**src/rtl/ral_reg_bank.sv**
```systemverilog
// ral_reg_bank
//   Register bank terminating the RAL register bus. Requests arrive on a
//   valid/ready channel; every request (read or write) gets one response on
//   the rsp channel RD_LATENCY clock edges after it is accepted. Only one
//   transaction is in flight at a time.
//
//   Build option: define RAL_REG_BANK_ERR_EN to report rsp_err=1 for invalid
//   addresses and for writes to read-only registers. Without it rsp_err is
//   always 0 and such accesses are silently ignored (reads return 0).
//
// Ports
//   clk        : clock, rising edge
//   reset      : asynchronous reset, active low
//   req_valid  : request valid
//   req_ready  : request accepted when req_valid && req_ready (IDLE only)
//   addr       : byte address
//   wr_en      : 1 = write, 0 = read
//   wdata      : write data
//   wstrb      : byte enables for writes
//   rsp_valid  : response valid
//   rsp_ready  : response consumed when rsp_valid && rsp_ready
//   rdata      : read data (0 for writes and invalid reads)
//   rsp_err    : error flag, valid with rsp_valid
//   reg_out    : all register values, reg i at [i*DATA_W +: DATA_W]
//   hw_status  : source values for read-only registers
//   wr_pulse   : one-cycle pulse per register written
//
// state   | meaning
// --------+---------------------------------------------------------------
// ST_IDLE | waiting for a request; req_ready=1 (from first edge after reset)
// ST_WAIT | request accepted, counting down the response latency
// ST_RESP | response presented, waiting for rsp_ready

module ral_reg_bank #(
  parameter int                  ADDR_W     = 32,
  parameter int                  DATA_W     = 32,
  parameter int                  NUM_REGS   = 8,
  parameter logic [ADDR_W-1:0]   BASE_ADDR  = '0,
  parameter int                  RD_LATENCY = 1,
  parameter logic [NUM_REGS-1:0] RO_MASK    = '0,
  parameter logic [DATA_W-1:0]   RST_VAL    = '0
) (
  input  logic                         clk,
  input  logic                         reset,
  input  logic                         req_valid,
  output logic                         req_ready,
  input  logic [ADDR_W-1:0]            addr,
  input  logic                         wr_en,
  input  logic [DATA_W-1:0]            wdata,
  input  logic [DATA_W/8-1:0]          wstrb,
  output logic                         rsp_valid,
  input  logic                         rsp_ready,
  output logic [DATA_W-1:0]            rdata,
  output logic                         rsp_err,
  output logic [NUM_REGS*DATA_W-1:0]   reg_out,
  input  logic [NUM_REGS*DATA_W-1:0]   hw_status,
  output logic [NUM_REGS-1:0]          wr_pulse
);

  localparam int BYTES = DATA_W / 8;
  localparam int CNT_W = 2;

  typedef enum logic [1:0] {
    ST_IDLE,
    ST_WAIT,
    ST_RESP
  } state_t;

  state_t                state;
  logic [CNT_W-1:0]      cnt;
  logic [DATA_W-1:0]     rd_hold;
  logic                  err_hold;

  logic [DATA_W-1:0]     regs [NUM_REGS];
  logic [DATA_W-1:0]     cur  [NUM_REGS];

  logic [ADDR_W-1:0]     offset;
  logic [ADDR_W-1:0]     word;
  logic                  in_range;
  logic                  sel_ro;
  logic [DATA_W-1:0]     sel_val;
  logic                  accept;
  logic [NUM_REGS-1:0]   wr_hit;
  logic                  err_nxt;

  // Visible register value: RO registers follow hw_status live.
  always_comb begin
    for (int i = 0; i < NUM_REGS; i++) begin
      cur[i] = RO_MASK[i] ? hw_status[i*DATA_W +: DATA_W] : regs[i];
    end
  end

  for (genvar g = 0; g < NUM_REGS; g++) begin : g_reg_out
    assign reg_out[g*DATA_W +: DATA_W] = cur[g];
  end

  // Address decode. Division/modulo are by a constant, so DATA_W need not
  // be a power-of-two number of bytes.
  always_comb begin
    offset   = addr - BASE_ADDR;
    word     = offset / ADDR_W'(BYTES);
    in_range = (addr >= BASE_ADDR) &&
               ((offset % ADDR_W'(BYTES)) == '0) &&
               (word < ADDR_W'(NUM_REGS));
    sel_ro   = 1'b0;
    sel_val  = '0;
    for (int i = 0; i < NUM_REGS; i++) begin
      if (in_range && (word == ADDR_W'(i))) begin
        sel_ro  = RO_MASK[i];
        sel_val = cur[i];
      end
    end
  end

  // req_ready is only ever 1 in ST_IDLE, so no state qualifier is needed.
  assign accept = req_valid && req_ready;

  always_comb begin
    for (int i = 0; i < NUM_REGS; i++) begin
      wr_hit[i] = accept && wr_en && in_range &&
                  (word == ADDR_W'(i)) && !RO_MASK[i];
    end
  end

`ifdef RAL_REG_BANK_ERR_EN
  assign err_nxt = !in_range || (wr_en && sel_ro);
`else
  assign err_nxt = 1'b0;
`endif

  // Software registers; writes commit on the accept edge.
  always_ff @(posedge clk or negedge reset) begin
    if (!reset) begin
      for (int i = 0; i < NUM_REGS; i++) begin
        regs[i] <= RST_VAL;
      end
    end else begin
      for (int i = 0; i < NUM_REGS; i++) begin
        if (wr_hit[i]) begin
          for (int b = 0; b < BYTES; b++) begin
            if (wstrb[b]) begin
              regs[i][b*8 +: 8] <= wdata[b*8 +: 8];
            end
          end
        end
      end
    end
  end

  // Transaction FSM. Read data is snapshotted at accept into rd_hold and
  // only moved onto rdata when the response is presented.
  always_ff @(posedge clk or negedge reset) begin
    if (!reset) begin
      state     <= ST_IDLE;
      req_ready <= 1'b0;
      rsp_valid <= 1'b0;
      rdata     <= '0;
      rsp_err   <= 1'b0;
      wr_pulse  <= '0;
      cnt       <= '0;
      rd_hold   <= '0;
      err_hold  <= 1'b0;
    end else begin
      wr_pulse <= wr_hit;
      case (state)
        ST_IDLE: begin
          if (accept) begin
            req_ready <= 1'b0;
            cnt       <= CNT_W'(RD_LATENCY - 1);
            rd_hold   <= (in_range && !wr_en) ? sel_val : '0;
            err_hold  <= err_nxt;
            state     <= ST_WAIT;
          end else begin
            req_ready <= 1'b1;
          end
        end
        ST_WAIT: begin
          if (cnt == '0) begin
            rsp_valid <= 1'b1;
            rdata     <= rd_hold;
            rsp_err   <= err_hold;
            state     <= ST_RESP;
          end else begin
            cnt <= cnt - CNT_W'(1);
          end
        end
        ST_RESP: begin
          if (rsp_ready) begin
            rsp_valid <= 1'b0;
            rdata     <= '0;
            rsp_err   <= 1'b0;
            req_ready <= 1'b1;
            state     <= ST_IDLE;
          end
        end
        default: begin
          state <= ST_IDLE;
        end
      endcase
    end
  end

endmodule
```
**config.mk**
```make
export PLATFORM = sky130hd
export DESIGN_NAME = ral_reg_bank
export DESIGN_NICKNAME = d
export VERILOG_FILES = /design/src/rtl/ral_reg_bank.sv
export SDC_FILE = /design/constraint.sdc
export NUM_CORES = 1
export LEC_CHECK = 0
export CORE_AREA = 5 5 243 245
export DETAILED_ROUTE_END_ITERATION = 16
export DIE_AREA = 0 0 248 250
export HOLD_SLACK_MARGIN = 0.08
export PLACE_DENSITY_LB_ADDON = 0.15
export SYNTH_ARGS = -nofsm -noshare
export SYNTH_HDL_FRONTEND = slang
export SYNTH_SLANG_ARGS = --single-unit
export TNS_END_PERCENT = 100
```
**constraint.sdc**
```tcl
create_clock -name clk -period 5.7 [get_ports clk]
set_clock_uncertainty 0.05 [all_clocks]
set_input_delay 1.14 -clock clk [delete_from_list [all_inputs] [get_ports clk]]
set_output_delay 1.14 -clock clk [all_outputs]
set_load 0.05 [all_outputs]
```
==> out/summary.txt, run 1 <==
P_leak = 9.29 nW
Syn Std Cell Area = 14800 um^2
Vias in the first global route = 11500
Max Slew Vio Count = 0
Met3 wire len = 7130 um
Worst-Margin Slew = 1.04 ns
I/O Pins = 628
Initial antenna violation count = 8
FF-to-FF Start = req_ready$_DFFE_PN0P_
Reg clk slew, reported paths = 0.06 ns
Crit path kind = input port to register
Gr usage total = 0.180
IO Port Bufs = 370
Gr ovfl total = 0
Final wirelength = 57300 um
1st-iter DRT viols = 502
Via density = 4.84
Post-synthesis cell type count = 50
Core area = 56900 um^2
Slew margin rel. = 0.303
CTS tree = yes
Layout cell share with drive strength beyond 1 = 0.294
Seq/Total Area, Yosys = 0.564
Post-detail-place hpwl = 38700 um
Internal power = 4.13 mW
Largest net degree at the start of global routing = 120
Achievable Freq = 0.265 GHz
Reg2reg end = reg_out[250]$_DFFE_PN0P_
Asr flop ratio synth = 1.00
Hold_buf cts = 0
Fin Setup TNS = 0 ns
Max Cap Violations = 0
Switching part of the total = 0.263
Placed insts = 2118
Clk root buf = clkbuf_16
Avg Cell Area, Syn = 14.6 um^2
CTS sink count = 334
Dominant synthesized flop cell = dfrtp_1
Row count = 88
Final Non-Filler Cells = 2195
Final Setup Violations = 0
Flop pwr share = 0.431
Drt pass-1 iters = 4
Post-Syn Instances = 1017
Unrepaired setup endpoints after global routing = no
Multiplexer share of the synthesized area = 0.259
Worst Path Required = 6.09 ns
Largest family of logic cells by synthesized area = multiplexers
Metal2 WL = 24700 um
Hold Path Origin = rd_hold[28]$_DFFE_PN0P_
Worst Setup Start Kind = input port
Max clock buf depth = 3
Worst R2R Path Depth = 3
Synthesis-to-finish area growth = 40.6%
Minimum clock period = 3.78 ns
Fraction of the mapped netlist area in simple logic gates = 0.0699
EDFF count, synth = 0
Post-CTS Resized = 0
Fillers = 5550
Setup bufs post-CTS = 0
Tcrit/Tclk final = 0.663
Worst hold stages = 2
Seq cells post-synth = 334
Num CTS Buffers = 42
Topmost layer with routed signal wires = met5
Critical path fanouts, max = 43
Worst reg2reg setup slack = 2.90 ns
Post-route met1 wirelength = 23900 um
Final Hold Vio Count = 0
Routability cong. = 0.773
Compound-Gate Fraction of Synth Area = 0.0815
NumNets Final = 1727
Synth Net Count = 1347
Die Area = 62000 um^2
DRC Markers = 0
Vias = 10600
Die width = 248 um
Status = finished, final reports clean
First-pass GRT wire length = 82500 um
Per-cell routed wire length = 26.1 um
Initial core utilization = 0.261
Clock latency on the worst-skew pair = 0.56 ns
Worst Hold Endpoint = rd_hold[28]$_DFFE_PN0P_
Crit end category = register
Clock network fraction of design power = 0.475
Die Y = 250 um
H-tree levels = 2
Combinational fraction of design power = 0.095
Cell Pwr Density = 269 nW/um^2
Placement-stage cell area = 19500 um^2
Adder-Cell Fraction of Synth Area = 0.000844
Xor and xnor area share after synthesis = 0
Hold WC Path Type = register to register
P_sw = 1.48 mW
Maximum VDD drop = 0.178 mV
Crit path DAT = 4.16 ns
Syn. warnings = 0
Fin area = 20900 um^2
Remaining antenna violation count = 0
-- critical path, stage by stage --
cell             delay (ns)
clkdlybuf4s50_1        0.39
nor4_1                 0.40
nand4_1                0.22
or2_4                  0.56
nor4_4                 0.96
mux2_2                 0.41
-- metal layers --
layer  up-vias  track usage
met3        89       0.0934
met1      5478        0.232
met4         8       0.0471
met5         -            0
li1       4645            -
met2       396        0.267
-- cell usage after synthesis (3+ instances only) --
master,number,area [um^2]
a21oi_1,6,30.0
a22o_1,56,490
a31o_2,3,26.3
a31oi_1,3,18.8
buf_1,6,22.5
buf_2,13,65.1
buf_4,3,22.5
clkbuf_1,31,116
dfrtp_1,334,8360
inv_1,30,113
mux2_2,247,2780
mux2_4,8,120
mux2i_1,28,280
mux4_2,28,631
nand2_1,27,101
nand2b_1,11,68.8
nand3_1,6,30.0
nor2_1,15,56.3
nor2b_1,8,50.1
nor3_1,7,35.0
nor3_2,11,110
nor3_4,19,309
nor4_1,13,81.3
nor4_4,4,85.1
o211ai_1,6,45.0
o21ai_0,9,45.0
o221ai_1,51,447
o31ai_1,3,22.5
-- how the worst max path moves through the flow --
| stage | startpoint | to | slack, ns |
|---|---|---|---|
| floorplan | addr[24] | reg_out[184]$_DFFE_PN0P_ | 2.62 |
| global placement | addr[23] | reg_out[116]$_DFFE_PN0P_ | 1.16 |
| detailed placement | addr[23] | reg_out[115]$_DFFE_PN0P_ | 1.27 |
| CTS | addr[23] | reg_out[115]$_DFFE_PN0P_ | 1.79 |
| global route | addr[23] | reg_out[112]$_DFFE_PN0P_ | 1.75 |
| finish | addr[23] | reg_out[118]$_DFFE_PN0P_ | 1.92 |
-- registers in the layout, summed over array words and instances, names as in the netlist --
name,flops
reg_out,256
cnt,2
req_ready,1
rdata,32
rd_hold,32
wr_pulse,8
state,2
rsp_valid,1
-- placed cells by master (no fill, tap or decap), types with 10 or more instances in the layout --
cell and count:
clkdlybuf4s50_1 366, dfrtp_1 334, mux2_2 247, a22o_1 56
o221ai_1 51, clkbuf_16 43, inv_1 30, mux2i_1 28
mux4_2 28, nand2_1 27, nor3_4 20, buf_4 20
nor2_1 14, nor4_1 13, clkbuf_1 11, nor3_2 10
nand2b_1 10
-- per-stage QoR --
step	power, mW	hold slack, ns	setup WS, ns	utilization
floorplan	2.69	0.399	2.62	-
global placement	3.00	0.415	1.16	0.342
detailed placement	3.00	0.425	1.27	0.342
CTS	5.70	0.427	1.79	0.366
global route	5.83	0.456	1.75	0.366
finish	5.61	0.434	1.92	0.366
-- layout make-up --
class / instances / area [um^2] / area share
Clock buffer: 60 / 1200 / 0.0575
Timing Repair Buffer: 391 / 3890 / 0.187
Sequential cell: 334 / 8360 / 0.401
Antenna cell: 4 / 10.0 / 0.000480
Multi-Input combinational cell: 597 / 6150 / 0.295
Clock inverter: 13 / 166 / 0.00798
Tap cell: 765 / 957 / 0.0459
Inverter: 31 / 116 / 0.00558
-- power by group through the flow --
stage	logic (mW)	registers, mW	clock network (mW)
finish	0.531	2.41	2.66
global route	0.574	2.42	2.84
CTS	0.548	2.41	2.74
detailed placement	0.547	2.46	0
global placement	0.543	2.46	0
floorplan	0.224	2.46	0
-- cells by family (layout without fill, tap and decap cells) --
kind of cell | after synthesis | after routing
DFF | 334 | 334
adders and majority gates | 1 | 1
muxes | 313 | 313
buffers and inverters | 86 | 495
AOI/OAI and AO/OA | 147 | 147
other | 1 | 5
and+or+nand+nor | 135 | 135
No activity file was read; power rests on OpenSTA's default activity.
==> run 2: changes to the inputs <==
- CORE_AREA: 5 5 243 245 -> 5 5 242 244
- DIE_AREA: 0 0 248 250 -> 0 0 247 249
- clock period: 5.7 -> 3.5 ns (I/O delays scaled with it)
==> run 2 against run 1 <==
Sequential power rose by 63%. Combinational power rose by 72%. Hold slack improved by 0.0056 ns. Non-clock buffer count rose by 49. Core utilization rose by 1.4 points. Register-to-register slack got worse by 1.8 ns. Routed wire length fell by 0.71%. Critical path type is now register to output pin. Clock-buffer cell count rose by 1. Clock power rose by 64%.
==> out/summary.txt, run 2 (synthesis results as in run 1) <==
Initial core utilization = 0.265
Status = finished, final reports clean
Final Hold Vio Count = 0
P_sw = 2.37 mW
Final Setup Violations = 0
Max Slew Vio Count = 0
Most common cell after layout, fill and taps aside = clkdlybuf4s50_1
CP cell instances = clkdlybuf4s50_1
Initial antenna violation count = 5
Internal power = 6.82 mW
Placed insts = 2157
Drt pass-1 iters = 4
Clock latency on the worst-skew pair = 0.55 ns
Core area = 56100 um^2
Utilization after layout = 0.380
Gr ovfl total = 0
CTS tree = yes
Switching part of the total = 0.258
NumNets Final = 1775
Minimum clock period = 2.79 ns
Die width = 247 um
Worst Path Required = 2.75 ns
Largest net degree at the start of global routing = 88
Post-detail-place hpwl = 39500 um
Crit-path leading delay family = buffers and inverters
Layout cell share with drive strength beyond 1 = 0.318
Die Area = 61500 um^2
P_leak = 9.58 nW
Routability cong. = 0.748
Most frequent cells in the layout = clkdlybuf4s50_1 (366), dfrtp_1 (334), mux2_2 (247)
DRC Markers = 0
Critical path fanouts, max = 7
Post-route met1 wirelength = 24700 um
Gr usage total = 0.180
Setup bufs post-CTS = 0
Worst-Margin Slew = 0.771 ns
1st-iter DRT viols = 547
I/O Pins = 628
Tot Pwr = 9.18 mW
WHS = 0.440 ns
Crit end category = output pin
Reg clk slew, reported paths = 0.06 ns
Crit path DAT = 2.04 ns
Slew margin rel. = 0.484
H-tree levels = 2
Num CTS Buffers = 41
Final Non-Filler Cells = 2232
Row count = 87
Per-cell routed wire length = 25.5 um
Flop pwr share = 0.428
Max Cap Violations = 0
Clk root buf = clkbuf_16
Unrepaired setup endpoints after global routing = no
Final wirelength = 56900 um
Maximum VDD drop = 0.289 mV
Achievable Freq = 0.358 GHz
Die Y = 249 um
Fin Setup TNS = 0 ns
Metal2 WL = 24500 um
IO Port Bufs = 370
Max clock buf depth = 3
Synthesis-to-finish area growth = 43.6%
First-pass GRT wire length = 82600 um
Tcrit/Tclk final = 0.798
Via density = 4.85
Hold WC Path Type = register to register
Crit path largest cell delay = 0.95 ns
Vias = 10800
Met3 wire len = 6520 um
Number of flip-flops in the largest register = 256
Crit path buf inv count = 1
Crit path kind = register to output pin
Remaining antenna violation count = 0
Topmost layer with routed signal wires = met5
Worst Setup Start Kind = register
Cell Pwr Density = 431 nW/um^2
Clock network fraction of design power = 0.473
Combinational fraction of design power = 0.099
CP max stage cell = clkdlybuf4s50_1
Vias in the first global route = 11600
CTS sink count = 334
[run 2: path summary, 6_finish.rpt]
kind / startpoint / endpoint / slack [ns] / depth (start not counted)
setup / recovery: req_ready$_DFFE_PN0P_ / req_ready / 0.71 / 1
hold / removal: rd_hold[30]$_DFFE_PN0P_ / rd_hold[30]$_DFFE_PN0P_ / 0.44 / 2
setup reg to reg: req_ready$_DFFE_PN0P_ / reg_out[47]$_DFFE_PN0P_ / 1.06 / 5
hold reg to reg: rd_hold[30]$_DFFE_PN0P_ / rd_hold[30]$_DFFE_PN0P_ / 0.44 / 2
max in group asynchronous: reset / reg_out[216]$_DFFE_PN0P_ / 1.78 / 3
min in group asynchronous: reset / reg_out[35]$_DFFE_PN0P_ / 0.66 / 2
[run 2: timing repair]
item	in CTS	in global routing
hold buffers	1	0
hold endpoints to repair	36	0
resized for setup	0	0
[run 2: layout make-up]
cell class | count | area (um^2)
timing repair buffer | 440 | 4340
clock inverter | 10 | 133
antenna | 3 | 7.51
tap | 756 | 946
inverter | 31 | 116
clock buffer | 61 | 1240
fill | 5337 | 34800
sequential | 334 | 8360
multi-input combinational | 597 | 6150
[run 2: power by group through the flow]
stage	Sequential, mW	Clock, mW	Combinational, mW
after floorplan	4.01	0	0.364
after global placement	3.99	0	0.930
after detailed placement	4.00	0	0.931
after CTS	3.93	4.49	0.934
after global routing	3.93	4.62	0.976
final	3.93	4.35	0.912
[run 2: layer usage]
layer  vias to the layer above  global-route usage
li1                       4742                   -
met1                      5617               0.239
met2                       392               0.267
met3                        73              0.0868
met4                         4              0.0399
met5                         -                   0
[run 2: metrics by stage]
step | worst slack, ns | instance area, um^2
final | 0.707 | 21300
after floorplan | 0.864 | 14800
after global placement | 0.229 | 19900
after global routing | 0.617 | 21300
after detailed placement | 0.215 | 19900
after CTS | 0.644 | 21300
